[src/rtl/mini_sequencer.sv]
// mini_sequencer: loadable instruction store that drives the mini_processor ALU,
// captures each result and keeps a running 4-bit checksum.
module mini_sequencer #(
    parameter int DEPTH = 8,
    parameter int AW    = 3
) (
    input  logic          clk,
    input  logic          rst,
    input  logic          load_en,
    input  logic [AW-1:0] load_addr,
    input  logic [10:0]   load_data,
    input  logic          start,
    input  logic [3:0]    prog_len,
    output logic [3:0]    A,
    output logic [3:0]    B,
    output logic [1:0]    ctrl,
    input  logic [3:0]    alu_result,
    output logic          busy,
    output logic          res_valid,
    output logic [3:0]    res_data,
    output logic [AW-1:0] res_index,
    output logic [3:0]    checksum,
    output logic          done
);

    typedef enum logic [1:0] {
        IDLE  = 2'd0,
        FETCH = 2'd1,
        EXEC  = 2'd2,
        DONE  = 2'd3
    } state_t;

    state_t        state;
    state_t        state_nx;
    logic [10:0]   mem [DEPTH];
    logic [AW-1:0] pc;
    logic [4:0]    len;
    logic [4:0]    req_len;
    logic [10:0]   word;
    logic          last;

    // len needs one bit more than prog_len so DEPTH = 16 still fits
    always_comb begin
        req_len = {1'b0, prog_len};
        if (req_len > 5'(DEPTH)) begin
            req_len = 5'(DEPTH);
        end
        word = mem[pc];
        last = (5'(pc) == len - 5'd1);
    end

    always_comb begin
        state_nx = state;
        unique case (state)
            IDLE: begin
                if (start) begin
                    state_nx = (req_len == 5'd0) ? DONE : FETCH;
                end
            end
            FETCH: state_nx = EXEC;
            EXEC:  state_nx = last ? DONE : FETCH;
            DONE:  state_nx = IDLE;
            default: state_nx = IDLE;
        endcase
    end

    assign busy = (state != IDLE);

    always_ff @(posedge clk) begin
        if (rst) begin
            state     <= IDLE;
            pc        <= '0;
            len       <= '0;
            A         <= '0;
            B         <= '0;
            ctrl      <= '0;
            res_data  <= '0;
            res_index <= '0;
            checksum  <= '0;
            res_valid <= 1'b0;
            done      <= 1'b0;
            for (int i = 0; i < DEPTH; i++) begin
                mem[i] <= '0;
            end
        end else begin
            state     <= state_nx;
            res_valid <= 1'b0;
            // done trails the DONE state by one cycle so it never meets res_valid
            done      <= (state == DONE);
            unique case (state)
                IDLE: begin
                    if (load_en) begin
                        mem[load_addr] <= load_data;
                    end
                    if (start) begin
                        len      <= req_len;
                        pc       <= '0;
                        checksum <= '0;
                        res_data <= '0;
                    end
                end
                FETCH: begin
                    A    <= word[10] ? res_data : word[7:4];
                    B    <= word[3:0];
                    ctrl <= word[9:8];
                end
                EXEC: begin
                    res_data  <= alu_result;
                    res_index <= pc;
                    checksum  <= checksum + alu_result;
                    res_valid <= 1'b1;
                    if (!last) begin
                        pc <= pc + 1'b1;
                    end
                end
                DONE: begin
                end
                default: begin
                end
            endcase
        end
    end

endmodule

[config.mk]
export PLATFORM = sky130hd
export DESIGN_NAME = mini_sequencer
export DESIGN_NICKNAME = d
export VERILOG_FILES = /design/src/rtl/mini_sequencer.sv
export SDC_FILE = /design/constraint.sdc
export NUM_CORES = 1
export LEC_CHECK = 0
export CORE_UTILIZATION = 35
export CTS_CLUSTER_DIAMETER = 60
export DETAILED_ROUTE_END_ITERATION = 6
export PLACE_DENSITY = 0.57
export SLEW_MARGIN = 20
export SYNTH_ARGS = -nofsm -noshare
export SYNTH_HDL_FRONTEND = slang
export SYNTH_SLANG_ARGS = --single-unit
[constraint.sdc]
create_clock -name clk -period 3.7 [get_ports clk]
set_clock_uncertainty 0.1 [all_clocks]
set_input_delay 0.925 -clock clk [delete_from_list [all_inputs] [get_ports clk]]
set_output_delay 0.925 -clock clk [all_outputs]
set_load 0.01 [all_outputs]
==> results of run 1 <==
-- cell usage in the layout, fill, tap and decap left out, types with 2 or more instances in the layout --
cell / instances
buf_4: 20
nor2_1: 26
and3_1: 2
o21ai_1: 7
nand2_1: 13
clkbuf_16: 17
nand2b_1: 5
nor3_1: 4
bufinv_16: 4
dfxtp_1: 35
clkinv_1: 6
and2_1: 89
nor3b_1: 4
or2_1: 3
a22oi_1: 7
nand3_1: 5
ha_1: 5
mux4_1: 5
nor2b_1: 3
clkdlybuf4s50_1: 49
o311ai_1: 2
inv_1: 4
mux4_2: 17
xor2_1: 3
clkinv_2: 3
edfxtp_1: 88
xnor2_1: 2
mux2_2: 7
clkbuf_1: 2
mux2i_1: 12
a21oi_1: 18
o21ai_0: 8
-- cell usage after synthesis, types with 2 or more instances --
cell	number	area (um2)
a21oi_1	18	90.09
nand2_1	13	48.80
a22oi_1	7	52.55
o21ai_1	7	35.03
o311ai_1	2	17.52
o21ai_0	8	40.04
nor2_1	26	97.59
buf_2	2	10.01
ha_1	5	62.56
nor3_1	4	20.02
nand3_1	5	25.02
dfxtp_1	35	700.7
mux2i_1	12	120.1
mux4_1	5	131.4
and3_1	2	12.51
edfxtp_1	88	2643
nand2b_1	5	31.28
nor3b_1	4	30.03
or2_1	3	18.77
xnor2_1	2	17.52
inv_1	4	15.01
nor2b_1	3	18.77
and2_1	89	556.8
xor2_1	3	26.28
clkbuf_1	17	63.81
mux2_2	7	78.83
buf_6	2	22.52
mux4_2	17	382.9
buf_12	2	40.04
-- metal layers --
metal / GRT usage / vias to the layer above
li1: - / 1644
met2: 0.2734 / 82
met4: 0.04775 / 0
met1: 0.2164 / 1675
met3: 0.04466 / 9
met5: 0 / -
-- power groups by stage --
stage	registers (W)	clock network [W]	logic [W]
final	0.00157	0.00167	0.000251
after global routing	0.00157	0.00175	0.000275
after floorplan	0.00158	0	0.000144
after CTS	0.00157	0.00170	0.000256
after global placement	0.00159	0	0.000249
after detailed placement	0.00159	0	0.000253
-- registers in the layout, indices dropped and copies added, names as in the netlist, named ones only --
signal	flops
A	4
B	4
checksum	4
ctrl	2
done	1
len	4
mem	88
pc	3
res_data	4
res_index	3
res_valid	1
state	2
-- worst min-delay path by stage --
| stage | from | endpoint | slack, ns | cells after the start |
|---|---|---|---|---|
| floorplan | pc[1]$_SDFFE_PP0P_ | res_index[1]$_SDFFE_PP0P_ | 0.37 | 2 |
| global route | res_index[2]$_SDFFE_PP0P_ | res_index[2]$_SDFFE_PP0P_ | 0.39 | 2 |
| CTS | res_index[0]$_SDFFE_PP0P_ | res_index[0]$_SDFFE_PP0P_ | 0.36 | 2 |
| detailed placement | res_index[0]$_SDFFE_PP0P_ | res_index[0]$_SDFFE_PP0P_ | 0.36 | 2 |
| global placement | res_index[1]$_SDFFE_PP0P_ | res_index[1]$_SDFFE_PP0P_ | 0.35 | 2 |
| finish | res_index[0]$_SDFFE_PP0P_ | res_index[0]$_SDFFE_PP0P_ | 0.36 | 2 |
-- layout make-up --
class | instances | area [um2] | area share
flip-flops and latches | 123 | 3343 | 0.4827
multi-input cells | 264 | 2072 | 0.2992
repair buffers | 69 | 640.6 | 0.09250
clock buffers | 19 | 432.9 | 0.06251
well taps | 211 | 264.0 | 0.03812
clock inverters | 12 | 153.9 | 0.02222
inverters | 5 | 18.77 | 0.002710
-- worst reg2reg max path, stage by stage (launching register included) --
cell      delay (ns)
dfxtp_1         0.37
or2_1           0.26
nor3b_1         0.46
nand2b_1        0.29
nor3_1          0.23
or2_1           0.46
-- stage by stage --
stage | power (W) | std cells | setup WS [ns] | hold WS (ns) | area, um2
after global placement | 0.001841 | 672 | 0.4656 | 0.3466 | 6339
after floorplan | 0.001726 | 416 | 0.8357 | 0.3723 | 5574
after CTS | 0.003522 | 703 | 0.8558 | 0.3639 | 6925
after detailed placement | 0.001848 | 672 | 0.4299 | 0.3565 | 6339
after global routing | 0.003602 | 703 | 0.6685 | 0.3909 | 6925
final | 0.003483 | 703 | 0.8216 | 0.3601 | 6925
-- cell families after synthesis --
logic type	after synthesis	share of synthesized area
compound gates	50	0.05388
xor+xnor	5	0.007858
fa+ha+maj	6	0.01481
buf+inv	29	0.02851
flops	123	0.5998
mux	43	0.1327
simple gates	160	0.1625
==> run summary, run 1 <==
Worst path depth = 5
Pin count of the biggest net entering global routing = 28
Grt ovf = 0
RSZ-0062 raised after global routing = false
Syn Nets = 448
Pwr Density = 503.0 nW/um2
TritonCTS Buffers = 17
Fin. max-slew vios = 0
Crit path cell chain = clkdlybuf4s50_1 > nor3b_1 > nand2b_1 > nor3_1 > or2_1
Vias in the first global route = 3,503
Worst Setup SP = load_en
# diodes = 0
Net Sw Power = 0.0007218 W
Port Buffers = 49
Clock sinks = 123
Post-detail-place hpwl = 8791 um
Root Buffer = clkbuf_16
Nets@finish = 512
Reg2reg start = state[1]$_SDFFE_PP0N_
Layout cells sized above 1 = 0.1402
Setup crit end kind = flip-flop
Worst path buffer plus inverter count = 1
CP endpoint = mem[0][4]$_SDFFCE_PN0P_
Period Utilization, post-route = 0.7779
IO Count = 50
Fmax = 347.4 MHz
Post-Syn Area = 5574 um2
Drt wl/cell = 17.82 um
Fill count = 1,386
CP required = 3.65 ns
Post-synth EDFFs = 88
Reg-to-reg slack, setup = 1.15 ns
Die height = 128.2 um
Synth warn = 0
Area growth syn-to-layout = 24.24%
Synth Area per Inst = 13.40 um2
Final Hold Vio Count = 0
Iteration-0 DRC count of the detailed router = 214
Critical path peak fanout = 11
Tightest Pin Transition = 0.7220 ns
Asr flop ratio synth = 0
Internal Dissipation = 0.002761 W
Detailed-route via count = 3,410
Slowest CP cell = nor3b_1
CTS tree = built
Die area = 16,440 um2
Reg2Reg Depth = 5
# setup viols final = 0
Max stage delay on crit path = 0.46 ns
Mapped Cells = 416
CP Launch Type = primary input
CP Class = primary input to flip-flop
Peak supply drop = 0.0003425 V
Largest delay share family, worst path = simple AND/OR/NAND/NOR gates
DRT Wirelength = 12,530 um
Gp weighted congestion = 0.7665
Die Wd = 128.2 um
Total Negative Setup Slacks = 0 ns
Initial antenna violation count = 0
Metal2 WL = 6164 um
Gr usage total = 0.1668
Post-route ant nets = 0
Hold_buf cts = 0
Drt drc = 0
Met1 WL = 5705 um
Clock power frac = 0.478
Minimum clock period = 2.878 ns
Fin util = 0.4505
Cell variety after synth = 48
Clk Latency, worst-skew pair = 0.41 ns
Arr. time, crit path = 2.83 ns
Max Cap Viol = 0
Reg-to-Reg End = mem[0][4]$_SDFFCE_PN0P_
Status = finished clean
Met3 wire length = 573 um
1st-pass router iterations = 5
Top_reg_cell synth = edfxtp_1
Bufs on Longest Clock Path = 2
CTS HTree Levels = 4
Combinational Power Share = 0.072
Sequential Power Share = 0.450
Vias per cell = 4.851
Static Leak = 2.557 nW
CTS resizes = 0
Hold Path Class = flip-flop to flip-flop
Num rows = 45
Initial core utilization = 0.3626
Sequential element share of the synthesized area = 0.5998
Global-route wire length before repair = 19,680 um
Synthesized flop and latch total = 123
Top sig layer = met4
Sw frac = 0.2072
# Post-CTS Setup Buffers = 0
Core area = 15,370 um2
CTS clk-pin slew, worst paths = 0.05 ns
Relative slew margins = 0.5180
Note: power is estimated with default switching activity, not from simulation.
==> inputs of run 2 (changes only) <==
==> constraint.sdc (replaced) <==
create_clock -name clk -period 2.8 [get_ports clk]
set_clock_uncertainty 0.1 [all_clocks]
set_input_delay 0.7 -clock clk [delete_from_list [all_inputs] [get_ports clk]]
set_output_delay 0.7 -clock clk [all_outputs]
set_load 0.01 [all_outputs]
==> run 2 against run 1 <==
Compared with the run above: count of clock-buffer cells in the layout rose by 6; clock power rose by 28%; global-route usage barely moved; sequential share of layout area fell by 0.71 points; combinational power rose by 38%; worst hold slack got worse by 0.0041 ns; design area rose by 1.5%; die area did not move; routed wire length fell by 0.20%; power rose by 31%; non-clock buffer count rose by 14; register-to-register slack got worse by 0.67 ns; critical endpoint is now busy.
==> run summary, run 2 (synthesis gave the netlist of run 1 again) <==
# setup viols final = 0 (unchanged)
Cell area after layout = 7029 um2 (+1.5%)
Die Wd = 128.2 um (unchanged)
Nets@finish = 526 (+2.7%)
Reg-to-reg slack, setup = 0.48 ns (-0.67 ns)
Post-detail-place hpwl = 9015 um (+2.5%)
CTS tree = built
Max FFs per register = 88 (unchanged)
Critical path peak fanout = 8 (-3)
Pwr Density = 647.8 nW/um2 (+29%)
Hold Crit Depth = 2 (unchanged)
Hold path start = res_index[2]$_SDFFE_PP0P_
Setup crit end kind = output port
IO Count = 50 (unchanged)
Combinational Power Share = 0.076 (+0.004)
Reg with most FFs = mem
Initial antenna violation count = 0 (unchanged)
Static Leak = 2.622 nW (+2.5%)
Initial core utilization = 0.3626 (unchanged)
CTS resizes = 0 (unchanged)
Post-route ant nets = 0 (unchanged)
Arr. time, crit path = 1.53 ns (-1.30 ns)
CP Class = flip-flop to output port
Commonest cells after routing, fill and taps aside = 89 x and2_1, 88 x edfxtp_1, 49 x clkdlybuf4s50_1, 35 x dfxtp_1, 34 x buf_4
Detailed-route via count = 3,560 (+4.4%)
Port Buffers = 49 (unchanged)
Root Buffer = clkbuf_16
CTS clk-pin slew, worst paths = 0.05 ns (about the same)
Clock sinks = 123 (unchanged)
Drt drc = 0 (unchanged)
Reg2Reg Depth = 5 (unchanged)
Clock power frac = 0.470 (-0.008)
Hold_buf cts = 0 (unchanged)
Fin. max-slew vios = 0 (unchanged)
Vias in the first global route = 3,540 (+1.1%)
Period Utilization, post-route = 0.8315
Final Hold Vio Count = 0 (unchanged)
Core area = 15,370 um2 (unchanged)
CTS HTree Levels = 4 (unchanged)
Fill count = 1,376 (-0.72%)
Max Cap Viol = 0 (unchanged)
Total Negative Setup Slacks = 0 ns (unchanged)
Placed Area = 6444 um2 (+1.7%)
Grt ovf = 0 (unchanged)
Global-route wire length before repair = 19,820 um (+0.74%)
Sw frac = 0.2099 (+0.002626)
# Post-CTS Setup Buffers = 0 (unchanged)
Peak supply drop = 0.0004364 V (+27%)
DRT Wirelength = 12,500 um (-0.20%)
Vias per cell = 4.958 (+2.2%)
Bufs on Longest Clock Path = 2 (unchanged)
Gp weighted congestion = 0.7773 (+1.4%)
Pin count of the biggest net entering global routing = 28 (unchanged)
1st-pass router iterations = 5 (unchanged)
Internal Dissipation = 0.003598 W (+30%)
Clk Latency, worst-skew pair = 0.41 ns (about the same)
Area growth syn-to-layout = 26.11%
CP required = 2.00 ns (-1.65 ns)
Most common cell after layout, fill and taps aside = and2_1
Layout cells sized above 1 = 0.1716 (+0.03135)
CP Launch Type = flip-flop
Gr usage total = 0.1665 (-0.0002426)
Net Sw Power = 0.0009557 W (+32%)
Die area = 16,440 um2 (unchanged)
Reg-to-Reg End = A[3]$_SDFFE_PP0P_
Tightest Pin Transition = 0.6351 ns (-0.08688 ns)
Drt wl/cell = 17.41 um (-2.3%)
Sequential Power Share = 0.454 (+0.004)
RSZ-0062 raised after global routing = false
Endpoint with the worst hold slack = res_index[2]$_SDFFE_PP0P_
Num rows = 45 (unchanged)
Fmax = 429.5 MHz
TritonCTS Buffers = 17 (unchanged)
Relative slew margins = 0.5760 (+0.05800)
# diodes = 0 (unchanged)
Hold Path Class = flip-flop to flip-flop
Status = finished clean
Die height = 128.2 um (unchanged)
Minimum clock period = 2.328 ns
Iteration-0 DRC count of the detailed router = 274 (+28%)
run 2: cell types whose count changed in the layout (fill, tap and decap cells not counted), sizes merged:
cell      change
clkbuf        +6
buf          +14
clkinv        -5
bufinv        -2
clkinvlp      +2
run 2: routing by layer:
metal / vias to the layer above / part of all wire / routed length [um] / global-route usage
met5: - / 0 / 0 / 0
met4: 0 / 0.013 / 164 / 0.06228
met3: 17 / 0.060 / 754 / 0.04716
met2: 104 / 0.46 / 5789 / 0.2556
met1: 1764 / 0.46 / 5793 / 0.2237
li1: 1675 / - / - / -
run 2: how the worst max path moves through the flow:
stage,slack [ns],cells after the start,startpoint,to
2_1_floorplan,0.16,4,rst,mem[4][0]$_SDFFCE_PN0P_
3_3_place_gp,0.21,7,load_en,mem[0][0]$_SDFFCE_PN0P_
3_5_place_dp,0.20,7,load_en,mem[0][1]$_SDFFCE_PN0P_
4_1_cts,0.45,2,state[1]$_SDFFE_PP0N_,busy
5_1_grt,0.36,5,flip-flop,A[3]$_SDFFE_PP0P_
6_report,0.47,2,state[1]$_SDFFE_PP0N_,busy
run 2: area by class of cell:
cell class	count	area [um2]	area share
Multi-Input combinational cell	264	2072	0.2948
Tap cell	211	264.0	0.03756
Timing Repair Buffer	83	745.7	0.1061
Clock inverter	7	90.09	0.01282
Inverter	5	18.77	0.002670
Clock buffer	25	495.5	0.07049
Sequential cell	123	3343	0.4756
run 2: per-stage QoR:
step | util | std cells | total power, W | hold WS (ns) | setup WS [ns]
2_1_floorplan | - | 416 | 0.002281 | 0.3723 | 0.1607
3_3_place_gp | 0.4192 | 686 | 0.002449 | 0.3470 | 0.2062
3_5_place_dp | 0.4192 | 686 | 0.002454 | 0.3561 | 0.1956
4_1_cts | 0.4573 | 718 | 0.004609 | 0.3635 | 0.4489
5_1_grt | 0.4573 | 718 | 0.004721 | 0.3876 | 0.3610
6_report | 0.4573 | 718 | 0.004554 | 0.3559 | 0.4717
run 2: power by group through the flow:
stage	Sequential, W	Clock [W]	Combinational (W)
floorplan	0.00209	0	0.000190
global placement	0.00210	0	0.000346
detailed placement	0.00210	0	0.000349
CTS	0.00207	0.00219	0.000352
global route	0.00208	0.00227	0.000380
finish	0.00207	0.00214	0.000347
run 2: critical path, stage by stage, from the launching register on:
cell and delay, ns:
dfxtp_1 0.43, or2_1 0.15, clkdlybuf4s50_1 0.53
==> inputs of run 3 (changes only) <==
==> constraint.sdc (replaced) <==
create_clock -name clk -period 2.4 [get_ports clk]
set_clock_uncertainty 0.1 [all_clocks]
set_input_delay 0.6 -clock clk [delete_from_list [all_inputs] [get_ports clk]]
set_output_delay 0.6 -clock clk [all_outputs]
set_load 0.01 [all_outputs]
==> run 3 against run 2 <==
Compared with the run above: first-iteration DRC count shrank 27%; clock power grew 22%; routed wire length shrank 2.6%; setup slack lost 0.30 ns; register-to-register slack lost 0.16 ns; utilization grew 0.30 points; largest cell class unchanged.
==> run summary, run 3 (synthesis gave the netlist of run 1 again) <==
Initial antenna violation count = 0 (unchanged)
Tightest Pin Transition = 0.5174 ns (-0.1177 ns)
Static Leak = 2.637 nW (+0.57%)
Vias in the first global route = 3,515 (-0.71%)
Critical path peak fanout = 8 (unchanged)
Gr usage total = 0.1615 (-0.005082)
Relative slew margins = 0.6544 (+0.07834)
IO Count = 50 (unchanged)
Die Wd = 128.2 um (unchanged)
Initial core utilization = 0.3626 (unchanged)
CP required = 1.70 ns (-0.30 ns)
Arr. time, crit path = 1.53 ns (about the same)
# Post-CTS Setup Buffers = 0 (unchanged)
Nets@finish = 529 (+0.57%)
# setup viols final = 0 (unchanged)
Total Power = 0.005438 W (+19%)
Die height = 128.2 um (unchanged)
# diodes = 0 (unchanged)
Pin count of the biggest net entering global routing = 28 (unchanged)
Clock sinks = 123 (unchanged)
CTS resizes = 0 (unchanged)
Commonest cells after routing, fill and taps aside = 89 x and2_1, 88 x edfxtp_1, 49 x clkdlybuf4s50_1, 37 x buf_4, 35 x dfxtp_1
CP Launch Type = flip-flop
Cell area after layout = 7076 um2 (+0.66%)
Core area = 15,370 um2 (unchanged)
Drt wl/cell = 16.89 um (-3.0%)
CTS clk-pin slew, worst paths = 0.05 ns (about the same)
Fmax = 448.8 MHz
Root Buffer = clkbuf_16
Post-route ant nets = 0 (unchanged)
Detailed-route via count = 3,487 (-2.1%)
Placed Area = 6466 um2 (+0.35%)
Finished Layout Cells = 721 (+0.42%)
Minimum clock period = 2.228 ns
CP Class = flip-flop to output port
Reg with most FFs = mem
Placed Instances = 689 (+0.44%)
Grt ovf = 0 (unchanged)
Peak supply drop = 0.0004911 V (+13%)
Die area = 16,440 um2 (unchanged)
Num rows = 45 (unchanged)
Pwr Density = 768.6 nW/um2 (+19%)
Max Cap Viol = 0 (unchanged)
Status = finished clean
Bufs on Longest Clock Path = 2 (unchanged)
Layout cells sized above 1 = 0.1765 (+0.004873)
TritonCTS Buffers = 17 (unchanged)
DRT Wirelength = 12,180 um (-2.6%)
Final Hold Vio Count = 0 (unchanged)
CTS tree = built
Most common cell after layout, fill and taps aside = and2_1
Gp weighted congestion = 0.7624 (-1.9%)
Port Buffers = 49 (unchanged)
Iteration-0 DRC count of the detailed router = 200 (-27%)
Post-detail-place hpwl = 8815 um (-2.2%)
Setup crit end kind = output port
Hold_buf cts = 0 (unchanged)
Hold Path Class = flip-flop to flip-flop
Vias per cell = 4.836 (-2.5%)
1st-pass router iterations = 5 (unchanged)
Max FFs per register = 88 (unchanged)
RSZ-0062 raised after global routing = false
Clk Latency, worst-skew pair = 0.41 ns (about the same)
Fin util = 0.4603 (+0.003011)
Global-route wire length before repair = 19,200 um (-3.1%)
Reg-to-reg slack, setup = 0.32 ns (-0.16 ns)
CTS HTree Levels = 4 (unchanged)
Drt drc = 0 (unchanged)
Period Utilization, post-route = 0.9285
Area growth syn-to-layout = 26.94%
Fin. max-slew vios = 0 (unchanged)
[run 3: changes by cell type in the layout (fill, tap and decap cells not counted)]
cell        before  now
clkbuf_8         4    0
clkinv_2         3    2
clkinvlp_4       2    4
clkinv_1         1    2
bufinv_16        2    4
buf_4           34   37
clkbuf_1         4    3
clkinv_4         0    1
[run 3: routing by layer]
layer	up-vias	GRT usage	share of wire
li1	1688	-	-
met5	-	0	0
met3	6	0.03965	0.051
met4	0	0.06021	0.0046
met2	88	0.2588	0.48
met1	1705	0.2115	0.47
[run 3: area by class of cell]
type,instances,area (um2)
Sequential cell,123,3343
Timing Repair Buffer,86,768.2
Multi-Input combinational cell,264,2072
Inverter,5,18.77
Tap cell,211,264.0
Clock buffer,20,436.7
Fill cell,1371,8295
Clock inverter,12,172.7
[run 3: critical path, cell delays in order, from the launching register on]
cell             delay [ns]
dfxtp_1                0.42
or2_1                  0.16
clkdlybuf4s50_1        0.54
[run 3: path summary, 6_finish.rpt]
check | depth (start not counted) | startpoint | to
min | 2 | res_index[2]$_SDFFE_PP0P_ | res_index[2]$_SDFFE_PP0P_
max | 2 | state[1]$_SDFFE_PP0N_ | busy
max reg2reg | 5 | flip-flop | A[3]$_SDFFE_PP0P_
min reg2reg | 2 | res_index[2]$_SDFFE_PP0P_ | res_index[2]$_SDFFE_PP0P_
[run 3: through the flow]
stage / hold slack [ns] / setup slack [ns] / TNS [ns]
2_1_floorplan: 0.3723 / -0.1393 / -3.065
3_3_place_gp: 0.3480 / -0.02951 / -0.7327
3_5_place_dp: 0.3493 / -0.06754 / -3.356
4_1_cts: 0.3568 / 0.1412 / 0
5_1_grt: 0.3687 / 0.08707 / 0
6_report: 0.3547 / 0.1717 / 0
[run 3: power by group]
group	switching, W	leakage [nW]	internal, W
registers	0.0000452	1.19	0.00236
clock network	0.000891	0.284	0.00173
logic	0.000205	1.16	0.000205
total	0.00114	2.64	0.00430
